**src/rtl/timer_pkg.sv**
```systemverilog
// rtl/timer_pkg.sv - shared constants and types for the timer interrupt controller
package timer_pkg;

   // Register addresses
   localparam int unsigned ADDR_IER  = 0;
   localparam int unsigned ADDR_IPR  = 1;
   localparam int unsigned ADDR_ICNT = 2;
   localparam int unsigned ADDR_ICFG = 3;

   // Flag bit positions in IER/IPR
   localparam int unsigned BIT_OVF = 0;
   localparam int unsigned BIT_UDF = 1;

   // APB phase tracker
   typedef enum logic [1:0] {
      APB_IDLE   = 2'd0,
      APB_SETUP  = 2'd1,
      APB_ACCESS = 2'd2
   } apb_state_e;

endpackage

```
**src/rtl/timer_irq_edge.sv**
```systemverilog
// rtl/timer_irq_edge.sv - registered rising-edge detector for one timer flag
module timer_irq_edge (
   input  logic pclk,
   input  logic presetn,
   input  logic lvl,
   output logic evt
);

   logic lvl_q;
   logic lvl_d;

   // Next value of the delayed flag is simply the current level
   always_comb begin
      lvl_d = lvl;
   end

   // Delay flop; reset to 0 so a flag already high at reset release is an event
   always_ff @(posedge pclk or negedge presetn) begin
      if (!presetn) lvl_q <= 1'b0;
      else          lvl_q <= lvl_d;
   end

   assign evt = lvl & ~lvl_q;

endmodule

```
**src/rtl/timer_irq_ctrl.sv**
```systemverilog
// rtl/timer_irq_ctrl.sv - maskable interrupt controller for timer overflow/underflow flags
module timer_irq_ctrl
   import timer_pkg::*;
#(
   parameter int ADDR_W = 8,
   parameter int DATA_W = 8
) (
   input  logic              pclk,
   input  logic              presetn,
   input  logic              psel,
   input  logic              penable,
   input  logic              pwrite,
   input  logic [ADDR_W-1:0] paddr,
   input  logic [DATA_W-1:0] pwdata,
   output logic [DATA_W-1:0] prdata,
   output logic              pready,
   output logic              pslverr,
   input  logic              tmr_ovf,
   input  logic              tmr_udf,
   output logic              irq
);

   logic       ovf_evt, udf_evt;
   logic [1:0] evt;
   logic       access, addr_err, wr_en;
   logic       sel_ier, sel_ipr, sel_icnt, sel_icfg;
   logic [1:0] ier_q, ier_d;
   logic [1:0] ipr_q, ipr_d;
   logic [1:0] rose_q, rose_d;
   logic [7:0] icnt_q, icnt_d;
   logic [7:0] icnt_base;
   logic [8:0] icnt_sum;
   logic       mode_q, mode_d;
   logic       irq_q, irq_d;
   apb_state_e state_q, state_d;
   logic       unused_wdata;

   timer_irq_edge u_edge_ovf (.pclk(pclk), .presetn(presetn), .lvl(tmr_ovf), .evt(ovf_evt));
   timer_irq_edge u_edge_udf (.pclk(pclk), .presetn(presetn), .lvl(tmr_udf), .evt(udf_evt));

   assign evt[BIT_OVF] = ovf_evt;
   assign evt[BIT_UDF] = udf_evt;

   assign access   = psel & penable;
   assign addr_err = access & (paddr > ADDR_W'(ADDR_ICFG));
   assign wr_en    = access & pwrite & ~addr_err;
   assign sel_ier  = (paddr == ADDR_W'(ADDR_IER));
   assign sel_ipr  = (paddr == ADDR_W'(ADDR_IPR));
   assign sel_icnt = (paddr == ADDR_W'(ADDR_ICNT));
   assign sel_icfg = (paddr == ADDR_W'(ADDR_ICFG));

   assign pready       = 1'b1;
   assign pslverr      = addr_err;
   assign irq          = irq_q;
   assign unused_wdata = ^pwdata[DATA_W-1:2];

   // Register file next-state: writes first, then events so a same-cycle set beats a clear
   always_comb begin
      ier_d  = ier_q;
      mode_d = mode_q;
      ipr_d  = ipr_q;
      if (wr_en && sel_ier)  ier_d  = pwdata[1:0];
      if (wr_en && sel_icfg) mode_d = pwdata[0];
      if (wr_en && sel_ipr)  ipr_d  = ipr_q & pwdata[1:0];
      ipr_d  = ipr_d | evt;
      rose_d = ipr_d & ~ipr_q;
   end

   // Event counter: a same-cycle clear still keeps this cycle's events; saturates at 0xFF
   always_comb begin
      icnt_base = (wr_en && sel_icnt) ? 8'h00 : icnt_q;
      icnt_sum  = {1'b0, icnt_base} + {7'd0, evt[BIT_OVF]} + {7'd0, evt[BIT_UDF]};
      icnt_d    = icnt_sum[8] ? 8'hFF : icnt_sum[7:0];
   end

   // Interrupt: level follows enabled pending bits, pulse follows newly set enabled bits
   always_comb begin
      irq_d = mode_q ? |(rose_q & ier_q) : |(ipr_q & ier_q);
   end

   // APB phase tracker, kept only for protocol checking
   always_comb begin
      if (psel && !penable)     state_d = APB_SETUP;
      else if (psel && penable) state_d = APB_ACCESS;
      else                      state_d = APB_IDLE;
   end

   // Read mux, live only during a mapped access phase
   always_comb begin
      prdata = '0;
      if (access && !addr_err) begin
         if (sel_ier)       prdata = DATA_W'(ier_q);
         else if (sel_ipr)  prdata = DATA_W'(ipr_q);
         else if (sel_icnt) prdata = DATA_W'(icnt_q);
         else if (sel_icfg) prdata = DATA_W'(mode_q);
      end
   end

   // State flops
   always_ff @(posedge pclk or negedge presetn) begin
      if (!presetn) begin
         ier_q   <= '0;
         ipr_q   <= '0;
         rose_q  <= '0;
         icnt_q  <= '0;
         mode_q  <= 1'b0;
         irq_q   <= 1'b0;
         state_q <= APB_IDLE;
      end else begin
         ier_q   <= ier_d;
         ipr_q   <= ipr_d;
         rose_q  <= rose_d;
         icnt_q  <= icnt_d;
         mode_q  <= mode_d;
         irq_q   <= irq_d;
         state_q <= state_d;
      end
   end

   // An access phase must come straight after a setup phase
   property p_access_after_setup;
      @(posedge pclk) disable iff (!presetn) (psel && penable) |-> (state_q == APB_SETUP);
   endproperty
   assert property (p_access_after_setup);

endmodule
```
**config.mk**
```make
export PLATFORM = sky130hd
export DESIGN_NAME = timer_irq_ctrl
export DESIGN_NICKNAME = d
export VERILOG_FILES = /design/src/rtl/timer_pkg.sv /design/src/rtl/timer_irq_edge.sv /design/src/rtl/timer_irq_ctrl.sv
export SDC_FILE = /design/constraint.sdc
export NUM_CORES = 1
export LEC_CHECK = 0
export BUFFER_PORTS_ARGS = -buffer_cell sky130_fd_sc_hd__buf_4
export CORE_UTILIZATION = 44
export CTS_CLUSTER_DIAMETER = 150
export DETAILED_ROUTE_END_ITERATION = 7
export GPL_TIMING_DRIVEN = 0
export PLACE_DENSITY = 0.81
export SLEW_MARGIN = 25
export SYNTH_ARGS = -nofsm -noshare
export SYNTH_HDL_FRONTEND = slang
export SYNTH_SLANG_ARGS = --single-unit
export TNS_END_PERCENT = 20
```
**constraint.sdc**
```tcl
create_clock -name pclk -period 1.8 [get_ports pclk]
set_input_delay 0.09 -clock pclk [delete_from_list [all_inputs] [get_ports pclk]]
set_output_delay 0.09 -clock pclk [all_outputs]
set_load 0.02 [all_outputs]
```
# Yosys cells after proc, flatten, opt, wreduce, memory -nomap -nowiden
# Index checks and enable logic that the tools add are counted.
# op_classes
addsub	2
mul	0
div_mod_pow	0
order_cmp	1
n_eq_ne	3
shifts	0
mux	9
bitwise	15
n_reduce_logical	9
# ops
cell	count
$mux W8	6
$eq A8 B2 Y1 const B	2
$add A8 B1 Y9	1
$add A9 B1 Y9	1
$and A2 B2 Y2	4
$eq A8 B1 Y1 const B	1
$gt A8 B2 Y1 const B	1
$logic_not A8 Y1	1
$and A1 B1 Y1	6
$logic_and A1 B1 Y1	5
$reduce_or A2 Y1	2
$not A1 Y1	3
$mux W1	2
$mux W2	1
$not A2 Y2	1
$or A2 B2 Y2	1
$logic_not A1 Y1	1
# word_totals
ff_bits	18
latch_bits	0
ram_bits	0
romBits	0
input_bits	23
out_inout_bits	11
mem_count	0

# Logic depth before layout (Yosys ltp)
# logic_depth
ltp_word	9
depth_mapped	9
mapped_depth_nobuf	7

# Cells and area by module
# From an unflattened synthesis, not the netlist that was laid out.
# hier_totals
hier_cells	90
area_unflattened_um2	1007.2
# by_module_without_submodules
mod	instances	cells_each	area_each_um2	seq_area_each_um2
timer_irq_ctrl	1	86	929.6	400.4
timer_irq_edge	2	2	38.8	25.0

# Least setup slack after synthesis
# Ideal clock, no wire load.
# synth_timing
path_kind	input port to flip-flop
startpoint	input paddr[3]
endpoint	register icnt_q[5]
arrival_ns	2.239
required_time_ns	1.706
slack_ns	-0.533
cell_stages	8
n_path_buf	1
cell_sequence	or4_4 > nor4_2 > nand2b_1 > fa_1 > and4b_1 > clkbuf_1 > and3_1 > a211oi_1
# synth_via
elab_chain_cells	9
# synth_lines
item	line_no	text
from (decl)	timer_irq_ctrl.sv:13	input logic [ADDR_W-1:0] paddr,
$gt A8 B2 Y1	timer_irq_ctrl.sv:45	assign addr_err = access & (paddr > ADDR_W'(ADDR_ICFG));
$and A1 B1 Y1	timer_irq_ctrl.sv:45	
$not A1 Y1	timer_irq_ctrl.sv:46	assign wr_en = access & pwrite & ~addr_err;
$and A1 B1 Y1	timer_irq_ctrl.sv:46	
$logic_and A1 B1 Y1 (*)	timer_irq_ctrl.sv:71	icnt_base = (wr_en && sel_icnt) ? 8'h00 : icnt_q;
$mux W8 (*)	timer_irq_ctrl.sv:71	
$add A8 B1 Y9 (*)	timer_irq_ctrl.sv:72	icnt_sum = {1'b0, icnt_base} + {7'd0, evt[BIT_OVF]} + {7'd0, evt[BIT_UDF]};
$add A9 B1 Y9 (*)	timer_irq_ctrl.sv:72	
$mux W8 (*)	timer_irq_ctrl.sv:73	icnt_d = icnt_sum[8] ? 8'hFF : icnt_sum[7:0];
named net icnt_d[5]	timer_irq_ctrl.sv:30	logic [7:0] icnt_q, icnt_d;
to (signal assigned)	timer_irq_ctrl.sv:113	icnt_q <= icnt_d;
to (decl)	timer_irq_ctrl.sv:30	
# Mark *: on every way through the listed nets, which the timed path passes. The rest lies on a longest branch.
# A chain may end at the register's enable or synchronous reset.

# Worst setup path in the final report
# layout_timing
startpoint	input paddr[4]
endpoint	register icnt_q[7]
# The elaborated chain is that of the path after synthesis.

==> flow_summary.ini <==
[placed_design]
dp_hpwl_mm = 1.717
portBuffers = 24
dp_cells = 152
post_dp_cell_area_um2 = 1242
globalplace.congestion = 0.7480

[setup_path]
crit_path_start_kind = input pin
startpoint = paddr[4]
worstSetupPathType = in2reg
regToRegStartpoint = u_edge_ovf.lvl_q
cp.required_ps = 1980
crit_fanout = 6
arrival_ps = 2000
end_kind = flip-flop

[floorplan]
rows = 16
dieWidth_um = 49.67
die-area_um2 = 2467
top_level_ports = 34
initial_utilization = 0.4896
dieHeight_um = 49.67
core_area_um2 = 2042

[cells_and_area]
design_area_um2 = 1394
final_cell_count_no_fill = 165
syn2layout_area_growth_pct = 39.42
num_antenna_cells = 0
drive_gt1_frac = 0.3986
final_nets = 163
fillers = 164

[grt]
grt_remaining_overflow = 0
antenna_found_initial = 0
grt_max_degree = 19
grt_pass1_vias = 921
grt_use_total = 0.2175
grt_first_pass_wirelength_mm = 4.105

[yosys]
seq_area_frac_synth = 0.4506
syn_nets = 125
synth_top_cell_area_share = 0.4506
synthCells = 101
synth_cell_types = 40
synth.area.top_cells = dfrtp_1, and2_1, nor2_1
avgSynthCellArea_um2 = 9.898
synth-edff-count = 0
ys.flop_type = dfrtp_1
synth_seq_cells = 18
syn_area_um2 = 999.7
yosysWarnings = 0
synthArstFlopShare = 1.000
synth_top_area_cell = dfrtp_1

[clocking]
cts_sinks = 18
insertion_delay_ps = 290
cts-root-buf = clkbuf_4
clkTransAtPathRegs_ps = 110
cts_tree = built
htree_levels = 1
numCtsBuffers = 3
clock_path_buffers = 2

[pwr]
p_comb_frac = 0.311
p_switching_mw = 0.3744
p_int_mw = 0.8049
power_mw = 1.179
seq_power_share = 0.480
p_per_area_nw_per_um2 = 846.0
ir_drop_uv = 589.9
p_leak_nw = 0.6101
clkPwrFrac = 0.209
swShare = 0.3175

[routing]
drtPass1Iterations = 4
vias = 926
first_iter_violations = 28
ant_nets = 0
drt-total-wl_mm = 2.416
drc = 0
vias_per_cell = 5.612
wire_per_inst_um = 14.64

[sta]
final.period_utilization = 1.007
drv_slew = 0
worst_hold_slack_ps = 34.75
fin_ws_ps = -13.07
period_minus_slack_ps = 1813
hold_viol = 0
rsz0062_at_grt = yes
fmax_mhz = 551.6
final-setup-viol-count = 3
clock_skew_ps = 5.873

[status]
violations = setup timing
status = finished with violations

[hold_path]
hold_class = in2reg
hp-start = pwdata[0]

[job]
maxCapViolations = 0
==> flip-flops by register name, indices dropped and copies added, names as in the netlist <==
| name | count |
|---|---|
| u_edge_ovf.lvl_q | 1 |
| irq | 1 |
| u_edge_udf.lvl_q | 1 |
| rose_q | 2 |
| ier_q | 2 |
| icnt_q | 8 |
| ipr_q | 2 |
| mode_q | 1 |
==> final timing paths <==
path,slack (ps),endpoint,depth (start not counted)
max,-10,icnt_q[7],9
max reg2reg,10,icnt_q[5],7
min in group asynchronous,200,ier_q[0],2
max in group asynchronous,1400,icnt_q[7],2
min,30,mode_q,2
min reg2reg,480,rose_q[0],1
==> Yosys cell counts (all sizes together), types with 2 or more instances <==
master and number:
dfrtp 18, nor2 10, and2 7, a21oi 5, nor4 5, clkbuf 4
inv 4, nand2 4, nor2b 4, a31oi 3, mux2 3, nand2b 3
nand4 3, a211oi 2, a41oi 2, or4 2, xnor2 2
==> stage by stage <==
step,setup WS [ps],util,TNS [ps]
final,-13.07,0.6826,-34.47
after global routing,-88.61,0.6826,-466.9
after CTS,-69.62,0.6667,-355.6
after detailed placement,-715.6,0.6085,-5330
after global placement,-630.6,0.6085,-4581
after floorplan,-326.9,-,-2063
==> area by class of cell <==
type,instances,area (um2),share of cell area
Sequential cell,18,450.4,0.3232
Buffer,4,18.77,0.01346
Clock buffer,4,36.28,0.02603
Timing Repair Buffer,34,270.3,0.1939
Tap cell,27,33.78,0.02424
Inverter,4,15.01,0.01077
Multi-Input combinational cell,74,569.3,0.4084
==> layer usage <==
| layer | vias up | global-route usage | share of wire |
|---|---|---|---|
| li1 | 441 | - | - |
| met1 | 459 | 0.2935 | 0.45 |
| met2 | 26 | 0.3649 | 0.52 |
| met3 | 0 | 0.03086 | 0.036 |
| met4 | 0 | 0.05238 | 0 |
| met5 | - | 0 | 0 |
==> layout by cell type, fill, tap and decap left out, types with 2 or more instances in the layout <==
cell type	count
a21oi_1	4
nand4_1	3
nand2_1	4
a211oi_2	2
inv_2	2
nor2_1	10
clkbuf_4	3
mux2_2	2
nand2b_1	2
nor2b_1	2
nor4_1	3
dlygate4sd3_1	3
dfrtp_1	18
buf_6	2
nor2b_2	2
buf_4	30
inv_1	2
and2_1	7
a31oi_1	3
xnor2_1	2
clkbuf_1	3
==> power by group through the flow <==
| stage | registers [mW] | logic, mW | clock network, mW |
|---|---|---|---|
| 2_1_floorplan | 0.546 | 0.233 | 0 |
| 3_3_place_gp | 0.560 | 0.299 | 0 |
| 3_5_place_dp | 0.565 | 0.311 | 0 |
| 4_1_cts | 0.559 | 0.341 | 0.256 |
| 5_1_grt | 0.577 | 0.409 | 0.275 |
| 6_report | 0.566 | 0.367 | 0.247 |
==> worst max-delay path, stage by stage <==
cell	delay, ps
buf_6	90
or4_4	580
nor4_4	190
nand2b_4	180
fa_2	200
and4b_2	270
buf_4	150
a41oi_2	180
nor2_1	60
==> cell families after synthesis <==
logic type               after synthesis  synth area share
XOR/XNOR                               3           0.02629
flip-flops                            18            0.4506
multiplexers                           5           0.06633
AO/OA/AOI/OAI                         17            0.1139
other                                  1          0.003751
AND/OR/NAND/NOR                       47            0.2816
adder cells (fa/ha/maj)                1           0.02003
buffers and inverters                  9           0.03754
==> repair_timing <==
| action | 4_1_cts | 5_1_grt |
|---|---|---|
| endpoints found under the setup margin | 14 | 14 |
| cloned | 0 | 0 |
| hold buffers | 3 | 0 |
| setup buffers | 5 | 2 |
| resized for setup | 10 | 4 |
| endpoints found under the hold margin | 20 | 0 |
| pin swaps | 7 | 6 |
Power figures use the tool's default switching activity.
